File: src/rtl/jtframe_sdram_mux.sv
// Round-robin read multiplexer sharing one SDRAM port among CH ROM clients,
// with a one-entry address cache per channel, download gating and a timeout.
module jtframe_sdram_mux #(
  parameter int unsigned CH      = 4,
  parameter int unsigned AW      = 22,
  parameter int unsigned DW      = 32,
  parameter int unsigned TIMEOUT = 255
) (
  input  logic             clk_rom,
  input  logic             rst_n,
  input  logic             downloading,
  input  logic [CH-1:0]    ch_req,
  input  logic [CH*AW-1:0] ch_addr,
  output logic [CH-1:0]    ch_ok,
  output logic [DW-1:0]    ch_data,
  output logic             sdram_req,
  output logic [AW-1:0]    sdram_addr,
  input  logic             sdram_ack,
  input  logic [DW-1:0]    data_read,
  input  logic             data_rdy,
  output logic             busy,
  output logic             timeout
);

  localparam int unsigned RW = (CH > 1) ? $clog2(CH) : 1;
  localparam int unsigned CW = 10;

  typedef enum logic [1:0] {IDLE, REQ, WAIT, DONE} state_t;

  state_t          state_q, state_d;
  logic [RW-1:0]   rr_q, rr_d;
  logic [RW-1:0]   sel_q, sel_d;
  logic [CW-1:0]   cnt_q, cnt_d;
  logic [CH-1:0]   ch_ok_q, ch_ok_d;
  logic [DW-1:0]   ch_data_q, ch_data_d;
  logic            sdram_req_q, sdram_req_d;
  logic [AW-1:0]   sdram_addr_q, sdram_addr_d;
  logic            busy_q, busy_d;
  logic            timeout_q, timeout_d;
  logic [CH-1:0]   cache_vld_q, cache_vld_d;
  logic [AW-1:0]   cache_addr_q [CH];
  logic [AW-1:0]   cache_addr_d [CH];
  logic [DW-1:0]   cache_data_q [CH];
  logic [DW-1:0]   cache_data_d [CH];

  logic [AW-1:0]   req_addr_c [CH];
  logic            gnt_vld_c;
  logic [RW-1:0]   gnt_idx_c;
  logic            hit_c;
  logic [CW-1:0]   cnt_inc_c;

  function automatic logic [RW-1:0] wrap(input logic [RW:0] v);
    return (v >= (RW+1)'(CH)) ? RW'(v - (RW+1)'(CH)) : RW'(v);
  endfunction

  // Unpack addresses; the search walks down so the lowest offset from rr wins.
  always_comb begin
    for (int k = 0; k < int'(CH); k++) begin
      req_addr_c[k] = ch_addr[k*AW +: AW];
    end
    gnt_vld_c = 1'b0;
    gnt_idx_c = rr_q;
    for (int i = int'(CH) - 1; i >= 0; i--) begin
      if (ch_req[wrap({1'b0, rr_q} + (RW+1)'(i))]) begin
        gnt_vld_c = 1'b1;
        gnt_idx_c = wrap({1'b0, rr_q} + (RW+1)'(i));
      end
    end
    hit_c     = cache_vld_q[gnt_idx_c] && (cache_addr_q[gnt_idx_c] == req_addr_c[gnt_idx_c]);
    cnt_inc_c = cnt_q + CW'(1);
  end

  always_comb begin
    state_d      = state_q;
    rr_d         = rr_q;
    sel_d        = sel_q;
    cnt_d        = cnt_q;
    ch_ok_d      = '0;
    ch_data_d    = ch_data_q;
    sdram_addr_d = sdram_addr_q;
    timeout_d    = 1'b0;
    cache_vld_d  = cache_vld_q;
    cache_addr_d = cache_addr_q;
    cache_data_d = cache_data_q;

    case (state_q)
      IDLE: begin
        if (!downloading && gnt_vld_c) begin
          sel_d = gnt_idx_c;
          rr_d  = wrap({1'b0, gnt_idx_c} + (RW+1)'(1));
          if (hit_c) begin
            state_d              = DONE;
            ch_data_d            = cache_data_q[gnt_idx_c];
            ch_ok_d[gnt_idx_c]   = 1'b1;
          end else begin
            state_d      = REQ;
            sdram_addr_d = req_addr_c[gnt_idx_c];
            cnt_d        = '0;
          end
        end
      end
      REQ: begin
        cnt_d = cnt_inc_c;
        if (cnt_inc_c >= CW'(TIMEOUT)) begin
          state_d   = IDLE;
          timeout_d = 1'b1;
        end else if (sdram_ack) begin
          state_d = WAIT;
        end
      end
      WAIT: begin
        cnt_d = cnt_inc_c;
        if (cnt_inc_c >= CW'(TIMEOUT)) begin
          state_d   = IDLE;
          timeout_d = 1'b1;
        end else if (data_rdy) begin
          state_d        = DONE;
          ch_data_d      = data_read;
          ch_ok_d[sel_q] = 1'b1;
          if (!downloading) begin
            cache_vld_d[sel_q]  = 1'b1;
            cache_addr_d[sel_q] = sdram_addr_q;
            cache_data_d[sel_q] = data_read;
          end
        end
      end
      DONE:    state_d = IDLE;
      default: state_d = IDLE;
    endcase

    // A download may rewrite any ROM region, so every entry goes stale.
    if (downloading) cache_vld_d = '0;

    sdram_req_d = (state_d == REQ);
    busy_d      = (state_d != IDLE);
  end

  always_ff @(posedge clk_rom or negedge rst_n) begin
    if (!rst_n) begin
      state_q      <= IDLE;
      rr_q         <= '0;
      sel_q        <= '0;
      cnt_q        <= '0;
      ch_ok_q      <= '0;
      ch_data_q    <= '0;
      sdram_req_q  <= 1'b0;
      sdram_addr_q <= '0;
      busy_q       <= 1'b0;
      timeout_q    <= 1'b0;
      cache_vld_q  <= '0;
      for (int k = 0; k < int'(CH); k++) begin
        cache_addr_q[k] <= '0;
        cache_data_q[k] <= '0;
      end
    end else begin
      state_q      <= state_d;
      rr_q         <= rr_d;
      sel_q        <= sel_d;
      cnt_q        <= cnt_d;
      ch_ok_q      <= ch_ok_d;
      ch_data_q    <= ch_data_d;
      sdram_req_q  <= sdram_req_d;
      sdram_addr_q <= sdram_addr_d;
      busy_q       <= busy_d;
      timeout_q    <= timeout_d;
      cache_vld_q  <= cache_vld_d;
      cache_addr_q <= cache_addr_d;
      cache_data_q <= cache_data_d;
    end
  end

  assign ch_ok      = ch_ok_q;
  assign ch_data    = ch_data_q;
  assign sdram_req  = sdram_req_q;
  assign sdram_addr = sdram_addr_q;
  assign busy       = busy_q;
  assign timeout    = timeout_q;

endmodule
File: config.mk
export PLATFORM = sky130hd
export DESIGN_NAME = jtframe_sdram_mux
export DESIGN_NICKNAME = d
export VERILOG_FILES = /design/src/rtl/jtframe_sdram_mux.sv
export SDC_FILE = /design/constraint.sdc
export NUM_CORES = 1
export LEC_CHECK = 0
export ABC_AREA = 1
export BUFFER_PORTS_ARGS = -buffer_cell sky130_fd_sc_hd__buf_2
export CORE_MARGIN = 2
export CORE_UTILIZATION = 64
export CTS_CLUSTER_DIAMETER = 80
export DETAILED_ROUTE_END_ITERATION = 7
export GPL_TIMING_DRIVEN = 0
export HOLD_SLACK_MARGIN = 0.12
export PLACE_DENSITY = 0.92
export RECOVER_POWER = 50
export SYNTH_ARGS = -nofsm -noshare
export SYNTH_HDL_FRONTEND = slang
export SYNTH_SLANG_ARGS = --single-unit
export TNS_END_PERCENT = 1
File: constraint.sdc
create_clock -name clk_rom -period 4.45 [get_ports clk_rom]
set_input_delay 0.89 -clock clk_rom [delete_from_list [all_inputs] [get_ports clk_rom]]
set_output_delay 0.89 -clock clk_rom [all_outputs]
set_load 0.005 [all_outputs]
## Word-level counts from Yosys, hierarchy flattened

Index checks and enable logic that the tools add are counted.

- Add/sub/neg operators: 10
- Order comparisons: 17
- Equal/unequal tests: 11
- Muxes and demuxes: 68
- Bitwise logic cells: 6
- Reduce and logical (&&, ||, !) cells: 19

Operator list:

| operator | count |
|---|---|
| 32-bit 2-to-1 mux | 7 |
| 128-bit bitwise mux | 1 |
| 22-bit 2-to-1 mux | 5 |
| 22-bit binary-select mux with 2-bit select | 2 |
| 88-bit bitwise mux | 1 |
| 32-bit binary-select mux with 2-bit select | 1 |
| 32-bit demux with 2-bit select | 1 |
| 32-bit case mux with 2 select lines | 1 |
| 22-bit demux with 2-bit select | 1 |
| 4-bit 2-to-1 mux | 8 |
| 2-bit 2-to-1 mux | 15 |
| 22-bit equality test | 1 |
| 10-bit 2-to-1 mux | 2 |
| 10-bit case mux with 2 select lines | 1 |
| 3-bit >= comparator (second input constant) | 6 |
| 2-bit by 3-bit less-than comparator with 1-bit output (second input constant) | 6 |
| 1-bit 2-to-1 mux | 13 |
| 2-bit != test (second input constant) | 6 |
| 10-bit by 1-bit adder with 10-bit output (second input constant) | 1 |
| 1-bit binary-select mux with 2-bit select | 5 |
| 10-bit by 8-bit >= comparator with 1-bit output (second input constant) | 1 |
| 2-bit nonzero test | 5 |
| 2-bit by 1-bit subtractor with 2-bit output (second input constant) | 5 |
| 3-bit AND reduction | 3 |
| 20 further kinds | 33 |

- Register bits: 297
- Input bits: 129
- Output and inout port bits: 61
- Word-level logic and storage cells: 150

## Depth between registers and ports, before layout

- Depth after elaboration: 19
- Depth in mapped cells: 28
- Gate-level depth less buffers: 24

## Worst setup path after synthesis

Ideal clock, no wire load.

- Kind: input to register
- From: input ch_req[3]
- To: register ch_data_q[0] (netlist: ch_data[0])
- Setup time: 117 ps
- Arrival: 3021 ps
- Data required time: 4333 ps
- Slack: 1312 ps
- Stages: 24
- Buffers on the path: 3
- Cells stage by stage: inv_1 > o21ai_1 > nand2_1 > nand2_1 > inv_2 > nand2_1 > nand2_1 > nand2_2 > nand2_2 > buf_6 > buf_2 > nand2_1 > nand2_1 > o21ai_0 > nand2_1 > nand2_1 > nand3_1 > nor2_1 > nand3_2 > nand2_2 > nand2_2 > buf_2 > nand2_1 > nand2_1

- Word-level cells in the longest chain between the ends: 14
- Elaborated cells on any way between the ends: 37
- Classes of those cells: 3 x eq/ne; 30 x mux; 1 x bitwise; 3 x reduce/logical

Ends and longest elaborated chain:

| element | line | RTL |
|---|---|---|
| start, declared | 12 | `input logic [CH-1:0] ch_req,` |
| 1-bit binary-select mux with 2-bit select | 64 | `if (ch_req[wrap({1'b0, rr_q} + (RW+1)'(i))]) begin` |
| 1-bit 2-to-1 mux (not written as such) | 64 |  |
| 2-bit 2-to-1 mux (4 in a row) | 64 |  |
| 2-bit inverter with 3-bit output (not written as such) | 69, 93 |  |
| 22-bit binary-select mux with 2-bit select | 69 | `hit_c = cache_vld_q[gnt_idx_c] && (cache_addr_q[gnt_idx_c] == req_addr_c[gnt_idx_c]);` |
| 22-bit 2-to-1 mux (not written as such) (2 in a row) | 69 |  |
| 22-bit equality test | 69 |  |
| 1-bit logical AND | 69 |  |
| 2-bit != test (no line) | -- |  |
| 5-bit AND reduction (no line) | -- |  |
| end signal, assigned | 161 | `ch_data_q <= ch_data_d;` |
| end, declared | 35 | `logic [DW-1:0] ch_data_q, ch_data_d;` |

Several ways; a longest one is shown, not always the timed one. The select of a mux whose other input is x is not followed.
A chain may end at the register's enable or synchronous reset.

## Worst setup path after layout

- From: register rr_q[0]
- To: register sdram_addr_q[6] (netlist: sdram_addr[6])

- Word-level cells in the longest chain between the ends: 17
- Elaborated cells on any way between the ends: 45
- Classes of those cells: 7 x add/sub; 4 x order compare; 1 x eq/ne; 28 x mux; 2 x bitwise; 3 x reduce/logical

Ends and longest elaborated chain:

| element | line | RTL |
|---|---|---|
| start, declared | 31 | `logic [RW-1:0] rr_q, rr_d;` |
| start signal, assigned | 157 | `rr_q <= rr_d;` |
| 2-bit by 2-bit adder with 3-bit output | 64, 66 |  |
| 3-bit >= comparator / 2-bit by 1-bit subtractor with 2-bit output (equally long branches) | 53 | `return (v >= (RW+1)'(CH)) ? RW'(v - (RW+1)'(CH)) : RW'(v);` |
| 2-bit 2-to-1 mux | 53 |  |
| 1-bit binary-select mux with 2-bit select | 64 |  |
| 1-bit 2-to-1 mux (not written as such) | 64 |  |
| 2-bit 2-to-1 mux (4 in a row) | 64 |  |
| 2-bit inverter with 3-bit output (not written as such) | 69, 97 |  |
| 22-bit binary-select mux with 2-bit select (on tied branches) | 69, 97 |  |
| 22-bit 2-to-1 mux (on tied branches) (2 in a row) | 69, 97 |  |
| 22-bit equality test | 69 |  |
| 1-bit logical AND | 69 |  |
| 1-bit inverter (no line) | -- |  |
| 3-bit AND reduction (no line) | -- |  |
| end signal, assigned | 163 | `sdram_addr_q <= sdram_addr_d;` |
| end, declared | 37 | `logic [AW-1:0] sdram_addr_q, sdram_addr_d;` |

Several ways; a longest one is shown, not always the timed one. The select of a mux whose other input is x is not followed.

==> impl_metrics.env <==
export IMPL_cts_resized=0
export IMPL_dr_first_iter_drc_count=2576
export IMPL_cts_buffer_depth=3
export IMPL_fin_crit_sh=0.985
export IMPL_async_flop_share=1.00
export IMPL_p_per_area_nw_per_um2=927
export IMPL_grt_setup_unrepaired="no"
export IMPL_drive_above_1_share=0.123
export IMPL_synth_flop_cell="dfrtp_1"
export IMPL_num_vias=17046
export IMPL_finClkSkew_ns=0.0194
export IMPL_area_growth_pct=15.1
export IMPL_antenna_found_initial=3
export IMPL_first_pass_iters=8
export IMPL_crit_path_end_kind="flip-flop"
export IMPL_dieArea_sq_um=25900
export IMPL_worstMarginPinSlew_ns=2.03
export IMPL_dpl_hpwl_microns=38400
export IMPL_finalNetCount=2548
export IMPL_io_pins=190
export IMPL_core_sq_um=24200
export IMPL_worstSetupStartpointType="flip-flop"
export IMPL_final_max_slew_viol_count=200
export IMPL_cts_tree="built"
export IMPL_clk_insertion_delay_late_ns=0.57
export IMPL_synth_seq_cells=297
export IMPL_ir_drop_mv=0.676
export IMPL_track_usage=0.428
export IMPL_synth_cells=2186
export IMPL_clockRootBuffer="clkbuf_16"
export IMPL_crit_required_ns=4.95
export IMPL_finalHoldViolCount=0
export IMPL_antenna_left=0
export IMPL_initial_utilization=0.651
export IMPL_crit_arrival_ns=4.88
export IMPL_wl_per_cell_microns=20.2
export IMPL_r2r_slack_ns=0.07
export IMPL_cts_clk_slew_worst_paths_ns=0.06
export IMPL_die_h_microns=161
export IMPL_synth_edf_count=0
export IMPL_drt_total_wl_microns=55600
export IMPL_p_leak_nw=9.62
export IMPL_place_congestion=0.988
export IMPL_io_buffers=189
export IMPL_max_freq_mhz=228
export IMPL_yosysWarnings=0
export IMPL_p_total_mw=16.8
export IMPL_synth_fp_nets=2325
export IMPL_avgSynthCellArea_sq_um=7.22
export IMPL_regArea_sq_um=7430
export IMPL_maxSlewHeadroom=-0.356
export IMPL_die_x_microns=161
export IMPL_drc=0
export IMPL_netlist_cell_type_count=29
export IMPL_grt_max_degree=118
export IMPL_final_common_cell="nand2_1"
export IMPL_syn_area_sq_um=15800
export IMPL_mostFrequentLayoutCells="nand2_1, dfrtp_1, o21ai_0, nand3_1, buf_2"
export IMPL_setup_viol=0
export IMPL_min_period_ns=4.38
export IMPL_ys_seq_area_frac=0.471
export IMPL_cts_hold_buf=0
export IMPL_drt_vias_per_instance=6.18
export IMPL_gr_total_overflow=0
export IMPL_cts_sinks=297
export IMPL_cts_buffers=30
export IMPL_postCtsSetupBuffers=0
export IMPL_grt_pass1_wl_microns=86800
export IMPL_cap_violations=2
export IMPL_fp_row_count=57
export IMPL_htreeDepth=1
export IMPL_holdCritPathClass="flip-flop to flip-flop"
export IMPL_grt_pass1_vias=16549
export IMPL_n_fill_cell=1844
export IMPL_multi_input_area_sq_um=7150
export IMPL_outcome="finished, violations left"
export IMPL_cp_max_fo=10
export IMPL_violations="max-capacitance violations, max-slew violations"
export IMPL_finalSetupTns_ns=0
export IMPL_path_class="flip-flop to flip-flop"
## worst max-delay path: stages (launching register included)
cell     delay (ns)
dfrtp_1        0.37
buf_6          0.14
o21ai_1        0.25
nand2_1        0.11
nand2_1        0.09
nand2_1        0.06
nand2_1        0.08
nand2_1        0.07
nand2_2        0.18
buf_1          0.64
nand3_1        0.22
nand3_1        0.16
nand2_1        0.07
nand2_1        0.07
nand2_1        0.06
nor2_1         0.12
nand2_1        0.09
nor2_1         0.36
nand3_2        0.22
nand2_2        0.34
buf_2          0.41
nand2_1        0.10
o21ai_1        0.09
## synthesized netlist by cell type (2+ instances only)
cell / count / share of area
a21oi_1: 8 / 0.0025
buf_1: 7 / 0.0017
buf_2: 39 / 0.012
buf_4: 6 / 0.0029
buf_6: 2 / 0.0014
clkbuf_1: 86 / 0.020
clkinv_1: 2 / 0.00048
dfrtp_1: 297 / 0.47
ha_1: 10 / 0.0079
inv_1: 150 / 0.036
inv_2: 7 / 0.0017
nand2_1: 813 / 0.19
nand2_2: 5 / 0.0020
nand3_1: 257 / 0.081
nand3_2: 2 / 0.0013
nand3b_1: 39 / 0.019
nand4_1: 3 / 0.0012
nor2_1: 85 / 0.020
o21a_1: 24 / 0.011
o21ai_0: 288 / 0.091
o21ai_1: 20 / 0.0063
o22ai_1: 24 / 0.0095
xnor2_1: 2 / 0.0011
xor2_1: 5 / 0.0028
## layout make-up
| type | count | area share |
|---|---|---|
| inverters | 160 | 0.0332 |
| repair buffers | 191 | 0.0525 |
| diodes | 1 | 0.000138 |
| clock buffers | 42 | 0.0482 |
| well taps | 324 | 0.0223 |
| plain buffers | 140 | 0.0337 |
| flip-flops and latches | 297 | 0.409 |
| clock inverters | 13 | 0.00819 |
| multi-input cells | 1589 | 0.393 |
## path summary, 6_finish.rpt
check | startpoint | to | cells after the start
setup / recovery | rr_q[0] | sdram_addr[6] | 22
min in group asynchronous | rst_n | sdram_addr[3] | 1
max in group asynchronous | rst_n | cache_addr_q[33] | 2
hold / removal | ch_data[20] | ch_data[20] | 2
hold reg to reg | ch_data[20] | ch_data[20] | 2
setup reg to reg | rr_q[0] | sdram_addr[6] | 22
## registers in the layout, summed over array words and instances (netlist names), 4 cells and up
name,count
ch_data,32
ch_ok,4
cache_vld_q,4
sdram_addr,22
cnt_q,10
cache_addr_q,88
cache_data_q,128
## per-stage QoR
| stage | utilization | cells | cell area, sq um | hold WS (ns) | setup slack, ns |
|---|---|---|---|---|---|
| after detailed placement | 0.710 | 2701 | 17200 | 0.454 | 0.00561 |
| after floorplan | - | 2186 | 15800 | 0.448 | 1.31 |
| after global routing | 0.750 | 2756 | 18200 | 0.501 | 0.0474 |
| final | 0.750 | 2757 | 18200 | 0.467 | 0.0662 |
| after CTS | 0.752 | 2756 | 18200 | 0.324 | 0.454 |
| after global placement | 0.707 | 2699 | 17100 | 0.449 | -2.82 |
## power breakdown
group          switching, mW  internal (mW)
Combinational           6.91           2.99
Clock                   1.11           1.54
Sequential             0.633           3.66
## layer usage
metal  wire, microns  vias to the layer above  track usage
li1                -                     7482            -
met1           19200                     7847        0.520
met2           25000                     1332        0.682
met3            6760                      381       0.0999
met4            4640                        4        0.296
met5              20                        -            0
## logic make-up after synthesis
kind of cell | synth area share
XOR/XNOR | 0.00388
flip-flops | 0.471
buffers and inverters | 0.0769
adder cells (fa/ha/maj) | 0.00792
AO/OA/AOI/OAI | 0.122
AND/OR/NAND/NOR | 0.319
No activity file was read; power rests on OpenSTA's default activity.
